`src/rtl/ifu_fetch.sv`:
```
// Instruction fetch unit: owns the fetch PC, issues single-outstanding fetches and buffers
// {pc, inst} pairs for decode. Define IFU_MISALIGN_CHK_EN to trap misaligned redirect targets.
module ifu_fetch #(
   parameter logic [31:0] RESET_PC   = 32'h8000_0000,
   parameter int unsigned FIFO_DEPTH = 2
) (
   input  logic        clk,
   input  logic        rst,
   input  logic        redirect_valid,
   input  logic [31:0] redirect_pc,
   output logic        imem_req_valid,
   output logic [31:0] imem_req_addr,
   input  logic        imem_req_ready,
   input  logic        imem_resp_valid,
   input  logic [31:0] imem_resp_data,
   output logic        out_valid,
   input  logic        out_ready,
   output logic [31:0] out_pc,
   output logic [31:0] out_inst,
   output logic        out_excp
);

   localparam int unsigned PTR_W    = $clog2(FIFO_DEPTH);
   localparam int unsigned CNT_W    = PTR_W + 1;
   localparam logic [CNT_W:0] DEPTH_V = (CNT_W + 1)'(FIFO_DEPTH);
   localparam logic [31:0] NOP_INST = 32'h0000_0013;

   typedef enum logic [1:0] {
      ST_REQ   = 2'd0,
      ST_WAIT  = 2'd1,
`ifdef IFU_MISALIGN_CHK_EN
      ST_FLUSH = 2'd2,
      ST_HALT  = 2'd3
`else
      ST_FLUSH = 2'd2
`endif
   } state_t;

   state_t            state;
   state_t            state_nxt;
   logic [31:0]       pc;
   logic [31:0]       pc_nxt;
   logic [31:0]       tag;
   logic [PTR_W-1:0]  rd_ptr;
   logic [PTR_W-1:0]  wr_ptr;
   logic [CNT_W-1:0]  count;
   logic [31:0]       fifo_pc   [FIFO_DEPTH];
   logic [31:0]       fifo_inst [FIFO_DEPTH];
   logic              outstanding;
   logic [CNT_W:0]    in_use;
   logic              req_fire;
   logic              resp_in_wait;
   logic              stale_after_redirect;
   logic              push;
   logic              pop;
   logic [31:0]       redirect_tgt;
   logic [31:0]       push_pc;
   logic [31:0]       push_inst;

`ifdef IFU_MISALIGN_CHK_EN
   logic              misalign;
   logic              mark_pending;
   logic              push_mark;
   logic              flush_to_halt;
   logic              flush_to_halt_nxt;
   logic              fifo_excp [FIFO_DEPTH];

   assign misalign     = |redirect_pc[1:0];
   assign redirect_tgt = redirect_pc;
   // The exception marker is queued the cycle after the redirect that produced it
   assign push_mark    = mark_pending & ~redirect_valid;
   assign push         = resp_in_wait | push_mark;
   assign push_pc      = push_mark ? pc : tag;
   assign push_inst    = push_mark ? NOP_INST : imem_resp_data;
`else
   logic              unused_pc_bits;

   assign unused_pc_bits = ^redirect_pc[1:0];
   assign redirect_tgt   = {redirect_pc[31:2], 2'b00};
   assign push           = resp_in_wait;
   assign push_pc        = tag;
   assign push_inst      = imem_resp_data;
`endif

   assign outstanding          = (state == ST_WAIT) || (state == ST_FLUSH);
   assign in_use               = {1'b0, count} + {{CNT_W{1'b0}}, outstanding};
   assign imem_req_valid       = (state == ST_REQ) && (in_use < DEPTH_V);
   assign imem_req_addr        = pc;
   assign req_fire             = imem_req_valid & imem_req_ready;
   assign resp_in_wait         = (state == ST_WAIT) & imem_resp_valid & ~redirect_valid;
   assign stale_after_redirect = outstanding & ~imem_resp_valid;
   assign out_valid            = (count != '0);
   assign pop                  = out_valid & out_ready & ~redirect_valid;

   always_comb begin
      state_nxt = state;
`ifdef IFU_MISALIGN_CHK_EN
      flush_to_halt_nxt = flush_to_halt;
`endif
      if (redirect_valid) begin
         // A response arriving with the redirect retires the outstanding slot, so no flush is needed
         if (stale_after_redirect) begin
            state_nxt = ST_FLUSH;
`ifdef IFU_MISALIGN_CHK_EN
         end else if (misalign) begin
            state_nxt = ST_HALT;
`endif
         end else begin
            state_nxt = ST_REQ;
         end
`ifdef IFU_MISALIGN_CHK_EN
         flush_to_halt_nxt = stale_after_redirect & misalign;
`endif
      end else begin
         case (state)
            ST_REQ:   if (req_fire) state_nxt = ST_WAIT;
            ST_WAIT:  if (imem_resp_valid) state_nxt = ST_REQ;
`ifdef IFU_MISALIGN_CHK_EN
            ST_FLUSH: if (imem_resp_valid) state_nxt = flush_to_halt ? ST_HALT : ST_REQ;
            ST_HALT:  state_nxt = ST_HALT;
`else
            ST_FLUSH: if (imem_resp_valid) state_nxt = ST_REQ;
`endif
            default:  state_nxt = ST_REQ;
         endcase
      end
   end

   always_comb begin
      pc_nxt = pc;
      if (redirect_valid) begin
         pc_nxt = redirect_tgt;
      end else if (req_fire) begin
         pc_nxt = pc + 32'd4;
      end
   end

   always_ff @(posedge clk) begin
      if (rst) begin
         state <= ST_REQ;
         pc    <= RESET_PC;
         tag   <= '0;
`ifdef IFU_MISALIGN_CHK_EN
         mark_pending  <= 1'b0;
         flush_to_halt <= 1'b0;
`endif
      end else begin
         state <= state_nxt;
         pc    <= pc_nxt;
         if (req_fire) tag <= pc;
`ifdef IFU_MISALIGN_CHK_EN
         mark_pending  <= redirect_valid & misalign;
         flush_to_halt <= flush_to_halt_nxt;
`endif
      end
   end

   always_ff @(posedge clk) begin
      if (rst || redirect_valid) begin
         rd_ptr <= '0;
         wr_ptr <= '0;
         count  <= '0;
      end else begin
         if (push) wr_ptr <= wr_ptr + 1'b1;
         if (pop)  rd_ptr <= rd_ptr + 1'b1;
         case ({push, pop})
            2'b10:   count <= count + 1'b1;
            2'b01:   count <= count - 1'b1;
            default: count <= count;
         endcase
      end
   end

   always_ff @(posedge clk) begin
      if (push) begin
         fifo_pc[wr_ptr]   <= push_pc;
         fifo_inst[wr_ptr] <= push_inst;
`ifdef IFU_MISALIGN_CHK_EN
         fifo_excp[wr_ptr] <= push_mark;
`endif
      end
   end

   // Head fields read as zero while the buffer is empty
   assign out_pc   = out_valid ? fifo_pc[rd_ptr]   : '0;
   assign out_inst = out_valid ? fifo_inst[rd_ptr] : '0;
`ifdef IFU_MISALIGN_CHK_EN
   assign out_excp = out_valid & fifo_excp[rd_ptr];
`else
   assign out_excp = 1'b0;
`endif

endmodule

```
`config.mk`:
```
export PLATFORM = sky130hd
export DESIGN_NAME = ifu_fetch
export DESIGN_NICKNAME = d
export VERILOG_FILES = /design/src/rtl/ifu_fetch.sv
export SDC_FILE = /design/constraint.sdc
export NUM_CORES = 1
export LEC_CHECK = 0
export BUFFER_PORTS_ARGS = -buffer_cell sky130_fd_sc_hd__buf_2
export CORE_MARGIN = 3
export CORE_UTILIZATION = 49
export CTS_CLUSTER_SIZE = 10
export DETAILED_ROUTE_END_ITERATION = 8
export HOLD_SLACK_MARGIN = 0.03
export MAX_ROUTING_LAYER = met4
export PLACE_DENSITY = 0.75
export SLEW_MARGIN = 20
export SYNTH_ARGS = -nofsm -noshare
export SYNTH_HDL_FRONTEND = slang
export SYNTH_SLANG_ARGS = --single-unit
```
`constraint.sdc`:
```
create_clock -name clk -period 4.33 [get_ports clk]
set_input_delay 0.866 -clock clk [delete_from_list [all_inputs] [get_ports clk]]
set_output_delay 0.866 -clock clk [all_outputs]
set_load 0.005 [all_outputs]
```
==> metrics.md, run 1 <==
| Metric | Value |
|---|---|
| Antenna Nets Post-Route | 0 |
| Final setup vio count | 0 |
| HPWL Detailed | 11300 um |
| Die height | 133 um |
| First-pass GRT wire length | 26800 um |
| Final Core Density | 61.2% |
| Fill cell instance count of the final layout | 1271 |
| Worst Hold Class | reg2reg |
| Netlist cell types | 46 |
| Post-Syn Area | 7940 sq um |
| Top layer in use | met4 |
| Leakage | 0.00344 uW |
| Core Region | 15500 sq um |
| Die X | 133 um |
| Xor-xnor portion of the synthesized cell area | 1.21% |
| FF+latch count, synth | 191 |
| Htree depth | 4 |
| Final hold viol count | 0 |
| Simple-Gate Fraction of Synth Area | 15.7% |
| Overall routing resource usage | 19.5% |
| Routed vias/inst | 5.37 |
| Outcome | finished, final reports clean |
| # clock sinks | 191 |
| Max-cap check violation count | 0 |
| Post-synthesis mux area share | 7.82% |
| Critical path endpoint category | output port |
| Final WL | 17000 um |
| Cell row count | 45 |
| Crit path DAT | 2.01 ns |
| Die area | 17800 sq um |
| Starting density of the core | 51.1% |
| CP Launch Type | flop |
| CP top delay family | buffers and inverters |
| Root Buffer | clkbuf_16 |
| Clk pin slew, worst setup/hold paths | 0.07 ns |
| Syn_area_per_cell | 11.6 sq um |
| Initial drt markers | 318 |
| Slew Viols, Final | 0 |
| Ports | 169 |
| Worst-case clock buffer depth | 2 |
| Worst VDD drop | 0.254 mV |
| Vias | 5638 |
| Nets@finish | 899 |
| Cells after Synth | 683 |
| TritonRoute pass-1 iters | 4 |
| Final Cell Area | 9500 sq um |
| Gr ovfl total | 0 |
| Final period util | 66.3% |
| GP Congestion | 0.808 |
| Power density over cell area | 394 nW/um^2 |
| Post-DR wirelength/cell | 16.2 um |
| Port Buffer Count | 161 |
| Largest net degree at the start of global routing | 63 |
| Number of global-route vias before repair | 5205 |
| Worst EP required | 3.46 ns |
| Clock skew | 0.00728 ns |
| DRC violations left | 0 |
| Latest clock arrival within the worst-skew pair | 0.42 ns |
| Post-DP Area | 8900 sq um |
| WL met3 | 1130 um |
| Layout cells sized above 1 | 24.8% |
| M1 wire length | 7710 um |
| Post-Synth Adder-Cell Area | 0.631% |
| Largest family of logic cells by synthesized area | simple AND/OR/NAND/NOR gates |
| Relative slew slack | 42.4% |
| CP bufs+invs | 2 |
| Worst slew pin tran | 0.864 ns |
| Cts repair resizes | 0 |
| RSZ-0062 raised after global routing | no |
| Post-CTS setup buffer count | 0 |
| Metal2 WL | 7990 um |
| Max Fclk | 0.348 GHz |
| Initial antenna violation count | 0 |
| Num CTS Buffers | 17 |
| Register area share after synthesis | 63.8% |
| Compound-Gate Fraction of Synth Area | 7.50% |
| Min Clock Period, post-route | 2.87 ns |
| Max stage delay on crit path | 0.52 ns |
| Slowest-stage cell, CP | buf_4 |
| Setup_tns | 0 ns |
| CTS tree | yes |
| Synthesis-to-finish area growth | 19.7% |
| Crit-path cells | nor2_4, buf_4, nor2_1, buf_2 |
| Crit Path Class | reg2out |
| CP Max Fanout | 47 |
| Hold-fix buffers, CTS | 0 |
| Yosys warning total | 0 |
## flip-flops by register name, indices dropped and copies added (netlist names), named ones only
signal and count:
count 2, fifo_inst 64, fifo_pc 60, imem_req_addr 30, push_pc 30, rd_ptr 1
state 2, wr_ptr 1
## worst register-to-register path: cells and delay by family (launching register included)
kind            cells  cell delay (ns)
compound gates      1             0.26
flops               1             0.30
simple gates        3             1.70
fa+ha+maj           1             0.22
buf+inv             1             0.09
## Yosys cell counts, drive strengths merged
cell type  instances  area [sq um]
a211oi             8          60.1
a21oi             36           180
a221oi             1          8.76
a311oi            14           123
a31oi              5          31.3
and2               3          18.8
and3               4          25.0
and4               6          55.1
buf               16          97.6
clkbuf            34           128
conb               1          3.75
dfxtp             67          1340
edfxtp           124          3720
ha                 4          50.1
inv               10          37.5
mux2i             62           621
nand2             79           297
nand2b             1          6.26
nand3             16          80.1
nand4             16           121
nand4b             1          8.76
nor2              98           368
nor2b              2          12.5
nor3               9          45.0
nor3b              5          37.5
nor4               7          43.8
nor4bb             1          10.0
o211ai             1          7.51
o21ai              4          20.0
o21bai             2          15.0
o221a              1          11.3
o31a               1          8.76
o31ai             15           113
o32ai              1          8.76
o41ai              1          8.76
or2                1          6.26
or3                4          25.0
or4               11          82.6
xnor2              7          61.3
xor2               4          35.0
## final timing paths
path	startpoint	to	slack [ns]	cells past startpoint
worst min register to register	push_pc[2]$_SDFFE_PP0P_	fifo_pc[1][2]$_DFFE_PP_	0.45	0
worst min-delay path	push_pc[2]$_SDFFE_PP0P_	fifo_pc[1][2]$_DFFE_PP_	0.45	0
worst max-delay path	count[0]$_SDFFE_PP0P_	out_pc[9]	1.46	4
worst max register to register	state[1]$_SDFFE_PP0P_	imem_req_addr[20]$_SDFFE_PP0P_	1.68	6
## metal layers
layer,up-vias,GRT usage [%]
li1,2782,-
met1,2661,26.1
met2,182,29.8
met3,13,5.14
met4,0,4.91
met5,-,-
## report_power, final
group	leakage [uW]	internal (uW)	switching [uW]	total (uW)
Combinational	0.00148	84.1	118	202
Sequential	0.00168	1980	52.1	2030
Clock	0.000280	867	645	1510
Total	0.00344	2930	815	3740
## placed cells by master (no fill, tap or decap), types with 7 or more instances in the layout
cell type and count:
nor2_1 95, nor4_1 7, clkbuf_16 17, dfxtp_1 66
or4_1 11, edfxtp_1 124, buf_2 161, o31ai_1 15
nand2_1 79, xnor2_1 7, nor3_1 9, a311oi_1 14
nand3_1 16, nand4_1 14, mux2i_1 62, a21oi_1 36
a211oi_1 8, inv_1 10
## final cells by class
cell class / instances / area [sq um] / area share [%]
diodes: 1 / 2.50 / 0.0263
clock buffers: 19 / 443 / 4.66
clock inverters: 13 / 138 / 1.45
inverters: 10 / 37.5 / 0.395
multi-input cells: 436 / 2650 / 27.8
flip-flops and latches: 191 / 5070 / 53.3
well taps: 211 / 264 / 2.78
repair buffers: 169 / 903 / 9.51
## logic make-up (layout without fill, tap and decap cells)
group                    after synthesis  in the layout
buffers and inverters                 60            211
adder cells (fa/ha/maj)                4              4
other                                  1              6
AND/OR/NAND/NOR                      264            264
AO/OA/AOI/OAI                         90             90
XOR/XNOR                              11             11
flip-flops                           191            191
multiplexers                          62             62
## through the flow
stage               power, uW  cells  setup slack (ns)  hold WS (ns)
detailed placement       2270   1016              1.52         0.438
global placement         2270   1016              1.54         0.431
finish                   3740   1050              1.46         0.454
global route             3870   1049              1.31         0.473
CTS                      3770   1048              1.34         0.452
floorplan                2170    687             0.137         0.425
No activity file was read; power rests on OpenSTA's default activity.
==> run 2, diff against run 1 <==
ABC_AREA = 1   (was default)
clock period = 2.35 ns   (was 4.33 ns; I/O delays follow)
==> run 2 against run 1 <==
Against the previous run:
- sequential power is 85% higher
- register-to-register slack worse by 1.2 ns
- critical path depth stayed put
- sequential share of layout area is 1.8 points lower
- combinational power is 99% higher
- utilization hardly changed
- area after synthesis is 2.4% higher
- hold slack worse by 0.21 ns
- global-route usage is 1.6 points higher
==> metrics.md, run 2 <==
| Metric | Value |
|---|---|
| Largest regs | fifo_inst: 64 flops, fifo_pc: 60 flops |
| Max Fclk | 0.480 GHz |
| Share of the synthesized area in the top cell type | 45.8% |
| Latest clock arrival within the worst-skew pair | 0.42 ns |
| # clock sinks | 191 |
| HPWL Detailed | 13200 um |
| GP Congestion | 0.871 |
| Synthesis-to-finish area growth | 20.9% |
| Final period util | 88.6% |
| Diodes inserted | 0 |
| Post-Syn Area | 8130 sq um |
| FF+latch count, synth | 191 |
| RSZ-0062 raised after global routing | no |
| Worst EP required | 1.88 ns |
| Worst VDD drop | 0.501 mV |
| Cell row count | 46 |
| Syn_area_per_cell | 9.30 sq um |
| Post-DR wirelength/cell | 14.8 um |
| Most frequent cells in the layout | 296 x nand2_1, 161 x buf_2, 124 x edfxtp_1, 118 x a21oi_1, 66 x dfxtp_1 |
| Hold-fix buffers, CTS | 0 |
| Non-filler instance count after layout | 1262 |
| CP Launch Type | flop |
| Crit Path Class | reg2out |
| CP Max Fanout | 29 |
| Die height | 135 um |
| Critical path endpoint category | output port |
| Most common cell after layout, fill and taps aside | nand2_1 |
| Clock skew | 0.0103 ns |
| TritonRoute pass-1 iters | 5 |
| Htree depth | 4 |
| Layout cells sized above 1 | 22.7% |
| Most frequent cells after synthesis | 296 x nand2_1, 124 x edfxtp_1, 118 x a21oi_1 |
| Cells after Synth | 874 |
| Post-CTS setup buffer count | 0 |
| Ys async rst share | 0% |
| Largest area contributor in the synthesized netlist | edfxtp_1 |
| Num CTS Buffers | 17 |
| Outcome | finished, final reports clean |
| Core Region | 16100 sq um |
| Root Buffer | clkbuf_16 |
| Routed vias/inst | 5.05 |
| Ports | 169 |
| Synth top area cells | edfxtp_1 46%, dfxtp_1 17%, nand2_1 14%, a21oi_1 7.3%, inv_1 2.4% |
| Initial drt markers | 352 |
| Register area share after synthesis | 62.3% |
| Max-cap check violation count | 0 |
| Number of global-route vias before repair | 5853 |
| Netlist cell types | 33 |
| Final hold viol count | 0 |
| Post-DP Area | 9260 sq um |
| Crit path DAT | 1.61 ns |
| Die area | 18200 sq um |
| Antenna Nets Post-Route | 0 |
| Worst Hold Class | in2reg |
| Gr ovfl total | 0 |
| Min Clock Period, post-route | 2.08 ns |
| DRC violations left | 0 |
| Slew Viols, Final | 0 |
| Cts repair resizes | 0 |
| Vias | 6376 |
| First-pass GRT wire length | 29000 um |
| Post-synth EDFFs | 124 |
| Nets@finish | 1107 |
| Main synth FF type | edfxtp_1 |
| Die X | 135 um |
| Worst-case clock buffer depth | 2 |
| WHS | 0.243 ns |
| Most common cell in the netlist | nand2_1 |
| Final Cell Area | 9820 sq um |
| Largest register FFs | 64 |
| Starting density of the core | 50.6% |
| Final WL | 18700 um |
| Largest net degree at the start of global routing | 63 |
| Placed insts | 1230 |
| Overall routing resource usage | 21.1% |
| Yosys warning total | 0 |
| Clk pin slew, worst setup/hold paths | 0.06 ns |
| Power density over cell area | 702 nW/um^2 |
| Initial antenna violation count | 0 |
| Register with the most flip-flops | fifo_inst |
| Leakage | 0.00400 uW |
| CTS tree | yes |
| Final setup vio count | 0 |
| Port Buffer Count | 161 |
==> run 2: layout make-up <==
cell class                 instances  area, sq um
timing repair buffer             181         1030
sequential                       191         5070
multi-input combinational        585         2670
clock inverter                    10          114
clock buffer                      22          454
fill                            1335         6230
tap                              216          270
inverter                          57          215
==> run 2: path summary, 6_finish.rpt <==
path | start | to | slack (ns) | cells after the start
worst max-delay path | flop | out_pc[27] | 0.27 | 4
worst min-delay path | imem_resp_data[7] | fifo_inst[1][7]$_DFFE_PP_ | 0.24 | 1
worst max register to register | state[0]$_SDFFE_PP0P_ | state[0]$_SDFFE_PP0P_ | 0.45 | 8
worst min register to register | push_pc[11]$_SDFFE_PP0P_ | fifo_pc[0][11]$_DFFE_PP_ | 0.45 | 0
==> run 2: where the power goes <==
part	switching [uW]	total, uW	internal [uW]
registers	86.8	3750	3660
logic	239	402	163
clock network	1160	2750	1590
total	1480	6900	5420
==> run 2: cell families after synthesis <==
kind of cell | Yosys count | synth area share (%)
and+or+nand+nor | 395 | 19.9
buffers and inverters | 102 | 5.26
AOI/OAI and AO/OA | 168 | 10.5
xor gates and xnor gates | 13 | 1.40
DFF | 191 | 62.3
other | 1 | 0.0461
adders and majority gates | 4 | 0.616
==> run 2: metrics by stage <==
step | total power [uW] | setup TNS (ns) | setup slack (ns) | utilization [%]
after global routing | 7150 | 0 | 0.106 | 61.2
after global placement | 4200 | 0 | 0.491 | 57.6
after detailed placement | 4220 | 0 | 0.452 | 57.6
after floorplan | 4020 | -76.54 | -0.617 | -
final | 6900 | 0 | 0.267 | 61.2
after CTS | 6950 | 0 | 0.220 | 61.2
==> run 2: per-layer routing <==
layer,track usage [%],vias up,wire [um]
met4,6.62,0,250
met5,-,-,0
li1,-,3210,-
met3,4.40,14,1310
met2,32.9,216,8710
met1,28.0,2936,8440
==> run 2: worst max-delay path: stages, from the launching register on <==
cell and delay [ns]:
dfxtp_2 0.41, buf_4 0.34, nand2_1 0.08, a21oi_1 0.21, buf_2 0.15
==> run 3, diff against run 2 <==
CORE_UTILIZATION = 45   (was 49)
PLACE_DENSITY = 0.69   (was 0.75)
==> run 3 against run 2 <==
Against the previous run:
- critical path depth is 1 higher
- flip-flop and latch count stayed put
- sequential power hardly changed
- highest routed layer unchanged
- largest cell class unchanged
- largest power group unchanged
- first-iteration DRC count is 2.8% higher
==> metrics.md, run 3 (same netlist as run 2, synthesis figures left out) <==
| Metric | Value |
|---|---|
| Starting density of the core | 46.5% |
| Setup_tns | 0 ns |
| Slew Viols, Final | 0 |
| Nets@finish | 1106 |
| Crit path DAT | 1.66 ns |
| CP bufs+invs | 3 |
| M2 GR Usage | 30.2% |
| Diodes inserted | 0 |
| Most frequent cells in the layout | 296 x nand2_1, 161 x buf_2, 124 x edfxtp_1, 118 x a21oi_1, 66 x dfxtp_1 |
| First-pass GRT wire length | 30700 um |
| CTS tree | yes |
| Antenna Nets Post-Route | 0 |
| Post-DR wirelength/cell | 15.2 um |
| Outcome | finished, final reports clean |
| Largest regs | fifo_inst: 64 flops, fifo_pc: 60 flops |
| Leakage | 0.00401 uW |
| Initial antenna violation count | 0 |
| Cell row count | 48 |
| Die height | 140 um |
| Slowest-stage cell, CP | dfxtp_2 |
| Initial drt markers | 362 |
| Clock skew | 0.0119 ns |
| Port Buffer Count | 161 |
| Gr ovfl total | 0 |
| Worst VDD drop | 0.546 mV |
| Cts repair resizes | 0 |
| Placed insts | 1238 |
| CP Launch Type | flop |
| Overall routing resource usage | 20.2% |
| RSZ-0062 raised after global routing | no |
| Setup WS post-layout | 0.221 ns |
| Crit-path cells | inv_2, buf_4, nand2_1, a21oi_1, buf_2 |
| Num CTS Buffers | 17 |
| Synthesis-to-finish area growth | 21.2% |
| Final WL | 19300 um |
| Vias | 6312 |
| Worst-case clock buffer depth | 2 |
| Worst Hold Class | in2reg |
| Final period util | 90.6% |
| Non-filler instance count after layout | 1270 |
| Root Buffer | clkbuf_16 |
| Die X | 140 um |
| Clk pin slew, worst setup/hold paths | 0.07 ns |
| GP Congestion | 0.908 |
| DRC violations left | 0 |
| GR Util met1 | 28.1% |
| M3 GR Usage | 3.35% |
| Pre-CTS setup slack | 0.391 ns |
| Max stage delay on crit path | 0.39 ns |
| Htree depth | 4 |
| Power density over cell area | 726 nW/um^2 |
| Max-cap check violation count | 0 |
| Largest net degree at the start of global routing | 63 |
| Number of global-route vias before repair | 5860 |
| Crit Path Class | reg2out |
| CP Max Fanout | 35 |
| Latest clock arrival within the worst-skew pair | 0.43 ns |
| Routed vias/inst | 4.97 |
| Hold-fix buffers, CTS | 0 |
| Most common cell after layout, fill and taps aside | nand2_1 |
| Grt peak-use layer | met2 |
| # clock sinks | 191 |
| Ports | 169 |
| Critical path endpoint category | output port |
| Worst EP required | 1.88 ns |
| Post-CTS setup buffer count | 0 |
| Register with the most flip-flops | fifo_inst |
| HPWL Detailed | 13300 um |
| Layout cells sized above 1 | 22.8% |
| Power consumption | 7160 uW |
| Core Region | 17500 sq um |
| Min Clock Period, post-route | 2.13 ns |
| TritonRoute pass-1 iters | 5 |
| Max Fclk | 0.470 GHz |
| Final hold viol count | 0 |
| Die area | 19700 sq um |
| CP top delay family | buffers and inverters |
| Final setup vio count | 0 |
| Largest register FFs | 64 |
[run 3: cell types whose count changed in the layout (fill, tap and decap cells not counted), sizes merged]
cell	delta
clkbuf	-3
bufinv	+2
buf	-1
clkinv	+1
[run 3: worst paths after layout]
path | end | depth (start not counted) | startpoint | slack (ns)
max | out_inst[18] | 5 | flop | 0.22
min | fifo_inst[0][21]$_DFFE_PP_ | 1 | imem_resp_data[21] | 0.23
max reg2reg | push_pc[29]$_SDFFE_PP0P_ | 9 | state[0]$_SDFFE_PP0P_ | 0.40
min reg2reg | fifo_pc[1][30]$_DFFE_PP_ | 0 | push_pc[30]$_SDFFE_PP0P_ | 0.45
[run 3: layout make-up]
| class | instances | area, sq um |
|---|---|---|
| fill | 1595 | 7620 |
| clock buffer | 19 | 433 |
| sequential | 191 | 5070 |
| timing repair buffer | 180 | 998 |
| tap | 225 | 282 |
| inverter | 57 | 215 |
| clock inverter | 13 | 188 |
| multi-input combinational | 585 | 2670 |
[run 3: through the flow]
step | hold slack [ns] | utilization [%] | instance area (sq um)
after floorplan | 0.420 | - | 8150
after detailed placement | 0.434 | 52.8 | 9230
after global routing | 0.213 | 56.4 | 9850
after global placement | 0.432 | 52.8 | 9230
final | 0.232 | 56.4 | 9850
after CTS | 0.216 | 56.4 | 9850
[run 3: where the power goes]
part	total [uW]	internal, uW	switching (uW)
Clock	3010	1790	1220
Combinational	402	162	239
Sequential	3750	3660	88.6
[run 3: worst register-to-register path: stages, from the launching register on]
cell	delay, ns
dfxtp_1	0.37
inv_1	0.06
ha_1	0.32
nand2_1	0.11
nand3_2	0.20
buf_4	0.22
inv_2	0.12
buf_12	0.22
o21ai_0	0.12
a21oi_1	0.14
[run 3: layer usage]
layer | routed length (um) | up-vias
li1 | - | 3209
met1 | 9080 | 2876
met2 | 8750 | 204
met3 | 1090 | 23
met4 | 389 | 0
met5 | 0 | -
